$ cat src/rtl/uart_wb_master.sv
// UART byte-stream to Wishbone (pipelined) initiator: parses 'W'/'R' commands, issues one
// 32-bit bus cycle per command and returns a byte-level response.
module uart_wb_master #(
    parameter int unsigned ADDR_W         = 32,
    parameter int unsigned TIMEOUT_CYCLES = 1024
) (
    input  logic              clk_i,
    input  logic              rst_ni,
    input  logic [7:0]        rx_data_i,
    input  logic              rx_vld_i,
    output logic [7:0]        tx_data_o,
    output logic              tx_vld_o,
    input  logic              tx_busy_i,
    output logic [ADDR_W-1:0] wb_adr_o,
    output logic [31:0]       wb_data_m_o,
    input  logic [31:0]       wb_data_s_i,
    output logic              wb_we_o,
    output logic [3:0]        wb_sel_o,
    output logic              wb_cyc_o,
    output logic              wb_stb_o,
    input  logic              wb_stall_i,
    input  logic              wb_ack_i,
    input  logic              wb_err_i,
    output logic              rx_drop_o
);

    localparam logic [7:0] CmdWrite = 8'h57;
    localparam logic [7:0] CmdRead  = 8'h52;
    localparam logic [7:0] RspOk    = 8'h4B;
    localparam logic [7:0] RspErr   = 8'h45;
    localparam logic [7:0] RspTmo   = 8'h54;

    localparam int unsigned TmoW = $clog2(TIMEOUT_CYCLES);
    localparam logic [TmoW-1:0] TmoLast = TmoW'(TIMEOUT_CYCLES - 1);

    typedef enum logic [2:0] {StIdle, StAddr, StData, StBusReq, StBusWait, StResp} state_e;

    state_e          state_q;
    logic [1:0]      cnt_q;
    logic [TmoW-1:0] tmo_q;
    logic [31:0]     addr_q;
    logic [31:0]     resp_q;
    logic            bus_live;

    assign wb_adr_o = addr_q[ADDR_W-1:0];

    // ack/err only count once the request has been accepted (or is being accepted now)
    assign bus_live = (state_q == StBusWait) || (state_q == StBusReq && !wb_stall_i);

    always_ff @(posedge clk_i) begin
        if (!rst_ni) begin
            state_q     <= StIdle;
            cnt_q       <= 2'd0;
            tmo_q       <= '0;
            addr_q      <= 32'd0;
            resp_q      <= 32'd0;
            tx_data_o   <= 8'd0;
            tx_vld_o    <= 1'b0;
            wb_data_m_o <= 32'd0;
            wb_we_o     <= 1'b0;
            wb_sel_o    <= 4'h0;
            wb_cyc_o    <= 1'b0;
            wb_stb_o    <= 1'b0;
            rx_drop_o   <= 1'b0;
        end else begin
            rx_drop_o <= 1'b0;
            case (state_q)
                StIdle: begin
                    if (rx_vld_i) begin
                        cnt_q <= 2'd0;
                        if (rx_data_i == CmdWrite) begin
                            wb_we_o <= 1'b1;
                            state_q <= StAddr;
                        end else if (rx_data_i == CmdRead) begin
                            wb_we_o <= 1'b0;
                            state_q <= StAddr;
                        end else begin
                            rx_drop_o <= 1'b1;
                        end
                    end
                end
                StAddr: begin
                    if (rx_vld_i) begin
                        addr_q <= {addr_q[23:0], rx_data_i};
                        cnt_q  <= cnt_q + 2'd1;
                        if (cnt_q == 2'd3) begin
                            if (wb_we_o) begin
                                state_q <= StData;
                            end else begin
                                state_q  <= StBusReq;
                                wb_cyc_o <= 1'b1;
                                wb_stb_o <= 1'b1;
                                wb_sel_o <= 4'hF;
                                tmo_q    <= '0;
                            end
                        end
                    end
                end
                StData: begin
                    if (rx_vld_i) begin
                        wb_data_m_o <= {wb_data_m_o[23:0], rx_data_i};
                        cnt_q       <= cnt_q + 2'd1;
                        if (cnt_q == 2'd3) begin
                            state_q  <= StBusReq;
                            wb_cyc_o <= 1'b1;
                            wb_stb_o <= 1'b1;
                            wb_sel_o <= 4'hF;
                            tmo_q    <= '0;
                        end
                    end
                end
                StBusReq, StBusWait: begin
                    if (rx_vld_i) rx_drop_o <= 1'b1;
                    if (state_q == StBusReq && !wb_stall_i) begin
                        wb_stb_o <= 1'b0;
                        state_q  <= StBusWait;
                    end
                    // Completion beats timeout when both land on the same cycle
                    if (bus_live && (wb_ack_i || wb_err_i)) begin
                        wb_cyc_o <= 1'b0;
                        wb_stb_o <= 1'b0;
                        wb_sel_o <= 4'h0;
                        tx_vld_o <= 1'b1;
                        state_q  <= StResp;
                        if (wb_err_i) begin
                            tx_data_o <= RspErr;
                            cnt_q     <= 2'd3;
                        end else if (wb_we_o) begin
                            tx_data_o <= RspOk;
                            cnt_q     <= 2'd3;
                        end else begin
                            tx_data_o <= wb_data_s_i[31:24];
                            resp_q    <= {wb_data_s_i[23:0], 8'h00};
                            cnt_q     <= 2'd0;
                        end
                    end else if (tmo_q == TmoLast) begin
                        wb_cyc_o  <= 1'b0;
                        wb_stb_o  <= 1'b0;
                        wb_sel_o  <= 4'h0;
                        tx_vld_o  <= 1'b1;
                        tx_data_o <= RspTmo;
                        cnt_q     <= 2'd3;
                        state_q   <= StResp;
                    end else begin
                        tmo_q <= tmo_q + 1'b1;
                    end
                end
                StResp: begin
                    if (rx_vld_i) rx_drop_o <= 1'b1;
                    // cnt_q == 3 marks the final byte; single-byte responses start there
                    if (!tx_busy_i) begin
                        cnt_q <= cnt_q + 2'd1;
                        if (cnt_q == 2'd3) begin
                            tx_vld_o <= 1'b0;
                            state_q  <= StIdle;
                        end else begin
                            tx_data_o <= resp_q[31:24];
                            resp_q    <= {resp_q[23:0], 8'h00};
                        end
                    end
                end
                default: state_q <= StIdle;
            endcase
        end
    end

endmodule

$ cat config.mk
export PLATFORM = sky130hd
export DESIGN_NAME = uart_wb_master
export DESIGN_NICKNAME = d
export VERILOG_FILES = /design/src/rtl/uart_wb_master.sv
export SDC_FILE = /design/constraint.sdc
export NUM_CORES = 1
export LEC_CHECK = 0
export CAP_MARGIN = 10
export CORE_MARGIN = 8
export CORE_UTILIZATION = 50
export DETAILED_ROUTE_END_ITERATION = 7
export DONT_BUFFER_PORTS = 1
export SLEW_MARGIN = 20
export SYNTH_ARGS = -nofsm -noshare
export SYNTH_HDL_FRONTEND = slang
export SYNTH_SLANG_ARGS = --single-unit
$ cat constraint.sdc
create_clock -name clk_i -period 2.7 [get_ports clk_i]
set_input_delay 0.27 -clock clk_i [delete_from_list [all_inputs] [get_ports clk_i]]
set_output_delay 0.27 -clock clk_i [all_outputs]
set_load 0.02 [all_outputs]
=== Word level (Yosys, flattened, before mapping) ===
Index checks and enable logic that the tools add are counted.

* Bits in registers: 128
* Bits in latches: 0
* Bits in writable memories: 0
* ROM bits: 0
* Bits of input ports: 47
* Output and inout port bits: 81
* Word-level logic and storage cells: 141
* Memories kept: 0

* Add/subtract/negate cells: 2
* Multiply operators: 0
* Divide/modulo/power cells: 0
* Order comparisons: 0
* Eq/ne operators: 27
* Shift-type cells: 0
* Muxes and demuxes: 75
* Bitwise operators: 0
* Reduce and logical (&&, ||, !) cells: 24

{| class="wikitable"
|+ Operators by type and width
! cell !! number
|-
| 2-to-1 mux 32 bit || 5
|-
| 2-to-1 mux 10 bit || 7
|-
| case mux 32 bit (2 select lines) || 1
|-
| 2-to-1 mux 8 bit || 6
|-
| 2-to-1 mux 3 bit || 12
|-
| case mux 10 bit (3 select lines) || 1
|-
| 2-to-1 mux 4 bit || 7
|-
| != test 2 bit, second input constant || 14
|-
| 2-to-1 mux 1 bit || 21
|-
| equality test 8 x 7 -> 1 bit, second input constant || 2
|-
| case mux 8 bit (2 select lines) || 1
|-
| case mux 3 bit (5 select lines) || 1
|-
| 2-to-1 mux 2 bit || 7
|-
| AND reduction 7 bit || 2
|-
| case mux 4 bit (3 select lines) || 1
|-
| adder 10 x 1 -> 10 bit, second input constant || 1
|-
| equality test 10 bit, second input constant || 1
|-
| AND reduction 9 bit || 1
|-
| case mux 2 bit (4 select lines) || 1
|-
| AND reduction 4 bit || 2
|-
| AND reduction 8 bit || 1
|-
| equality test 3 x 2 -> 1 bit, second input constant || 2
|-
| equality test 3 bit, second input constant || 2
|-
| != test 3 bit, second input constant || 2
|-
| 20 further kinds || 27
|}

=== Depth between registers and ports, before layout ===
* Word-level depth: 6
* Depth in mapped cells: 8
* Depth with buffers taken out: 6

=== Worst setup path before layout ===
OpenSTA, ideal clock, no wires.

* Kind: register to register
* From: register wb_we_o
* To: register resp_q[31]
* Library setup time: 0.089 ns
* Arrival time: 1.972 ns
* Data required time: 2.611 ns
* Setup slack: 0.640 ns
* Stages on the path, launching flop included: 9
* Path buffers: 3
* Clock period less this slack: 2.060 ns
* Path through: dfxtp_1 > buf_6 > or3b_1 > buf_6 > o21a_4 > a221oi_4 > buf_6 > nor2_1 > a311oi_2

* Cells in the longest elaborated chain, start to end: 2

{| class="wikitable"
|+ Ends and longest elaborated chain
! element !! line !! source
|-
| from (decl) || 17 || <nowiki>output logic wb_we_o,</nowiki>
|-
| from (signal assigned) || 60 || <nowiki>wb_we_o <= 1'b0;</nowiki>
|-
| from (signal assigned) || 72 || <nowiki>wb_we_o <= 1'b1;</nowiki>
|-
| from (signal assigned) || 75 || <nowiki>wb_we_o <= 1'b0;</nowiki>
|-
| != test 2 bit (no source line) || - ||
|-
| AND reduction 6 bit (no source line) || - ||
|-
| to (signal assigned) || 133 || <nowiki>resp_q <= {wb_data_s_i[23:0], 8'h00};</nowiki>
|-
| to (signal assigned) || 158 || <nowiki>resp_q <= {resp_q[23:0], 8'h00};</nowiki>
|-
| to (decl) || 42 || <nowiki>logic [31:0] resp_q;</nowiki>
|}

Every way passes these cells.
A chain may end at the register's enable or synchronous reset.

=== Worst setup path in the final report ===
* From: register state_q[0]
* To: register tx_data_o[3]

* Cells in the longest elaborated chain, start to end: 6
* Elaborated cells between the ends (all ways): 14
* Classes of those cells: eq/ne (6); mux (2); reduce/logical (6)

{| class="wikitable"
|+ Ends and longest elaborated chain
! element !! line !! source
|-
| from (decl) || 38 || <nowiki>state_e state_q;</nowiki>
|-
| from (signal assigned) || 52 || <nowiki>state_q <= StIdle;</nowiki>
|-
| from (signal assigned) || 73 || <nowiki>state_q <= StAddr;</nowiki>
|-
| from (signal assigned) || 76 || <nowiki>state_q <= StAddr;</nowiki>
|-
| equality test 3 x 2 -> 1 bit || 48, 67 ||
|-
| logical AND 1 bit || 48 || <nowiki>assign bus_live = (state_q == StBusWait) || (state_q == StBusReq && !wb_stall_i);</nowiki>
|-
| logical OR 1 bit || 48 ||
|-
| logical AND 1 bit || 119 || <nowiki>if (bus_live && (wb_ack_i || wb_err_i)) begin</nowiki>
|-
| != test 3 bit (no source line) / 2-to-1 mux 8 bit (equally long branches) || - ||
|-
| AND reduction 4 bit (no source line) / case mux 8 bit (2 select lines) (equally long branches) || - ||
|-
| to (signal assigned) || 126 || <nowiki>tx_data_o <= RspErr;</nowiki>
|-
| to (signal assigned) || 129 || <nowiki>tx_data_o <= RspOk;</nowiki>
|-
| to (signal assigned) || 132 || <nowiki>tx_data_o <= wb_data_s_i[31:24];</nowiki>
|-
| to (decl) || 11 || <nowiki>output logic [7:0] tx_data_o,</nowiki>
|}

Several ways; a longest one is shown, not always the timed one.

==> run metrics <==
result of the run=finished clean; layout cells sized above 1=0.111; Async SR Flop Fraction=0; syn nets=between 600 and 700; ant diodes=0; reg-to-reg slack, setup=roughly 390 ps; Final Setup Violations=0; sequential area share after synthesis=0.460; first-pass GRT wire length=21500 um; Nets=694; clock slew at reported path FFs=50 ps; die area=13600 sq um; H-tree depth=4; Yosys top cell by area=dfxtp_1; top cells by area, synth=dfxtp_1, nand2_1, a21oi_1, a311oi_2, nor2_1; reg-to-reg endpoint=tx_data_o[3]; remaining global-route overflow=0; top cell type's share of synthesized area=0.460; hold path depth=2; crit end category=register; Post-Syn Area=about 5100 sq um; First-pass DRT Iterations=5; prevailing post-synth register cell=dfxtp_1; class of the worst hold path=input port to register; CTS tree=built; I/O Buffers=0; DRC=0; Worst path depth=5; worst clock skew=approximately 5.2 ps; Num CTS Buffers=17; Chip Width=117 um; Site Rows=36; Bufs and invs on worst path=0; Synth Area in Simple Gates=0.247; RSZ-0062 raised after global routing=no; critical path data required time=approximately 3100 ps; DR WL/cell=about 17 um; Post-synth EDFFs=0; Root Buffer=clkbuf_8; Worst Hold Path EP=tx_data_o[7]; Worst setup SP type=register; Final min period=2310 ps; reg2reg path depth=5; Max-slew headroom=0.488; gr usage total=0.200; FF-to-FF Start=state_q[0]; Area Growth Syn to Fin=20.4%; actual slew at the worst max-slew pin=roughly 760 ps; largest family of logic cells by synthesized area=simple AND/OR/NAND/NOR gates; fin. max-slew vios=0; crit share post-route=0.855; initial antenna violation count=0; Initial Util=0.517; Final Hold Fails=0; CP Max Fanout=12; crit path cell chain=nor3b_2 -> nor2_1 -> or3b_2 -> a2bb2oi_1 -> a211oi_1; Seq cells post-synth=116; Synth Area in XOR/XNOR=0.00173; post-route setup slack=391 ps; Final ANT Viol Nets=0; Starting DRT DRC Count=324; Setup Total Neg Slack=0 ps; RePlAce Congestion=0.820; WL final=between 10000 and 15000 um; Netlist cell types=56; Core ar.=~9800 sq um; Synth Area in Compound Gates=0.225; Max Clock Freq=approximately 430 MHz; num ports=between 100 and 150; clock sink total=116; Detail Placement HPWL=around 8700 um; type of the worst setup path=register to register; vias in the first global route=between 4000 and 5000; crit-path leading delay family=simple AND/OR/NAND/NOR gates; clock tree buffer depth=2; mean post-synth cell area=8.12 sq um; routed vias=approximately 4500; Post-Synth Adder-Cell Area=0.00495; Worst path max stage delay=around 670 ps; vias per inst=5.65; post-synthesis mux area share=0.00991; pin count of the biggest net entering global routing=41; Setup WS pre-CTS=between 300 and 400 ps; YS warnings=0; pwr/cell area=673 nW/um^2; hold wc startpoint=wb_data_s_i[31]; Worst-Skew Late Latency=approximately 500 ps; Mapped Cells=about 620; FILL cells=846; CP max-delay cell=nor3b_2; peak supply drop=roughly 0.44 mV; Lkg Pwr=2.04 nW; Die Height=approximately 120 um; critical path arrival=2710 ps; MaxCap Viol Count=0
metal layers:
metal,vias to the layer above,share of wire,track usage
li1,2210,-,-
met1,2061,0.42,0.247
met2,169,0.47,0.312
met3,19,0.095,0.0776
met4,0,0.012,0.0691
met5,-,0,0
worst max-delay path by stage:
stage	endpoint	from	slack, ps
floorplan	resp_q[31]	wb_we_o	640
detailed placement	tx_data_o[3]	state_q[0]	390
finish	tx_data_o[3]	state_q[0]	390
global placement	tx_data_o[1]	state_q[0]	500
CTS	tx_data_o[3]	state_q[0]	400
global route	tx_data_o[3]	state_q[0]	200
power by group:
group	leakage [nW]	total, mW	internal (mW)	switching (mW)
logic	0.813	0.114	0.0521	0.0621
clock network	0.295	2.26	1.52	0.748
registers	0.934	1.72	1.71	0.00296
total	2.04	4.09	3.28	0.813
cells in the mapped netlist (all sizes together) (5+ instances only):
library cell and number:
clkbuf 31, nand3 13, nor2 39, o21ai 12, a21oi 90, buf 18
a211oi 5, or4 7, a311oi 17, o31ai 7, dfxtp 116, nor2b 7
nand2 186, mux2i 5
cell families (layout without fill, tap and decap cells):
group / Yosys count / in the layout
mux: 5 / 5
xor+xnor: 1 / 1
flops: 116 / 116
compound gates: 162 / 162
simple gates: 284 / 284
fa+ha+maj: 2 / 2
buf+inv: 52 / 86
area by class of cell:
| class | instances | area [sq um] | share of cell area |
|---|---|---|---|
| Inverter | 3 | 12.5 | 0.00206 |
| Tap cell | 133 | 166 | 0.0274 |
| Clock buffer | 22 | 483 | 0.0794 |
| Clock inverter | 8 | 124 | 0.0204 |
| Timing Repair Buffer | 53 | 500 | 0.0823 |
| Sequential cell | 116 | 2320 | 0.382 |
| Multi-Input combinational cell | 454 | 2470 | 0.407 |
through the flow:
| step | power, mW | hold WS [ps] | instance area (sq um) | cells | util |
|---|---|---|---|---|---|
| 4_1_cts | 4.13 | 22.0 | 6080 | 789 | 0.622 |
| 2_1_floorplan | 1.81 | 386 | 5050 | 622 | - |
| 6_report | 4.09 | 52.6 | 6080 | 789 | 0.622 |
| 5_1_grt | 4.23 | 42.3 | 6080 | 789 | 0.622 |
| 3_3_place_gp | 1.82 | 410 | 5120 | 723 | 0.523 |
| 3_5_place_dp | 1.82 | 405 | 5120 | 723 | 0.523 |
flip-flops by register name, summed over array words and instances (netlist names):
signal       flops
wb_adr_o        32
wb_data_m_o     32
resp_q          24
tmo_q           10
tx_data_o        8
state_q          3
cnt_q            2
rx_drop_o        1
tx_vld_o         1
wb_sel_o         1
wb_stb_o         1
wb_we_o          1
placed cells by master, fill, tap and decap left out, types with 3 or more instances in the layout:
cell type        n
a211oi_1         5
a21oi_1         90
a311oi_2        16
and4_1           3
buf_4           16
bufinv_16        3
clkbuf_16       16
clkbuf_8         6
clkinv_2         3
dfxtp_1        116
dlygate4sd3_1   36
mux2i_1          5
nand2_1        186
nand2b_1         4
nand3_1         13
nand4_1          3
nor2_1          38
nor2b_1          7
nor3b_1          3
o211ai_1         3
o21ai_0         12
o221ai_1         3
o31ai_1          7
or4_1            7
what timing repair did:
action                    4_1_cts  5_1_grt
resized for setup               0        0
hold buffers                   36        0
hold endpoints to repair       49        0
buffers inserted                0        0
Note: power is estimated with default switching activity, not from simulation.
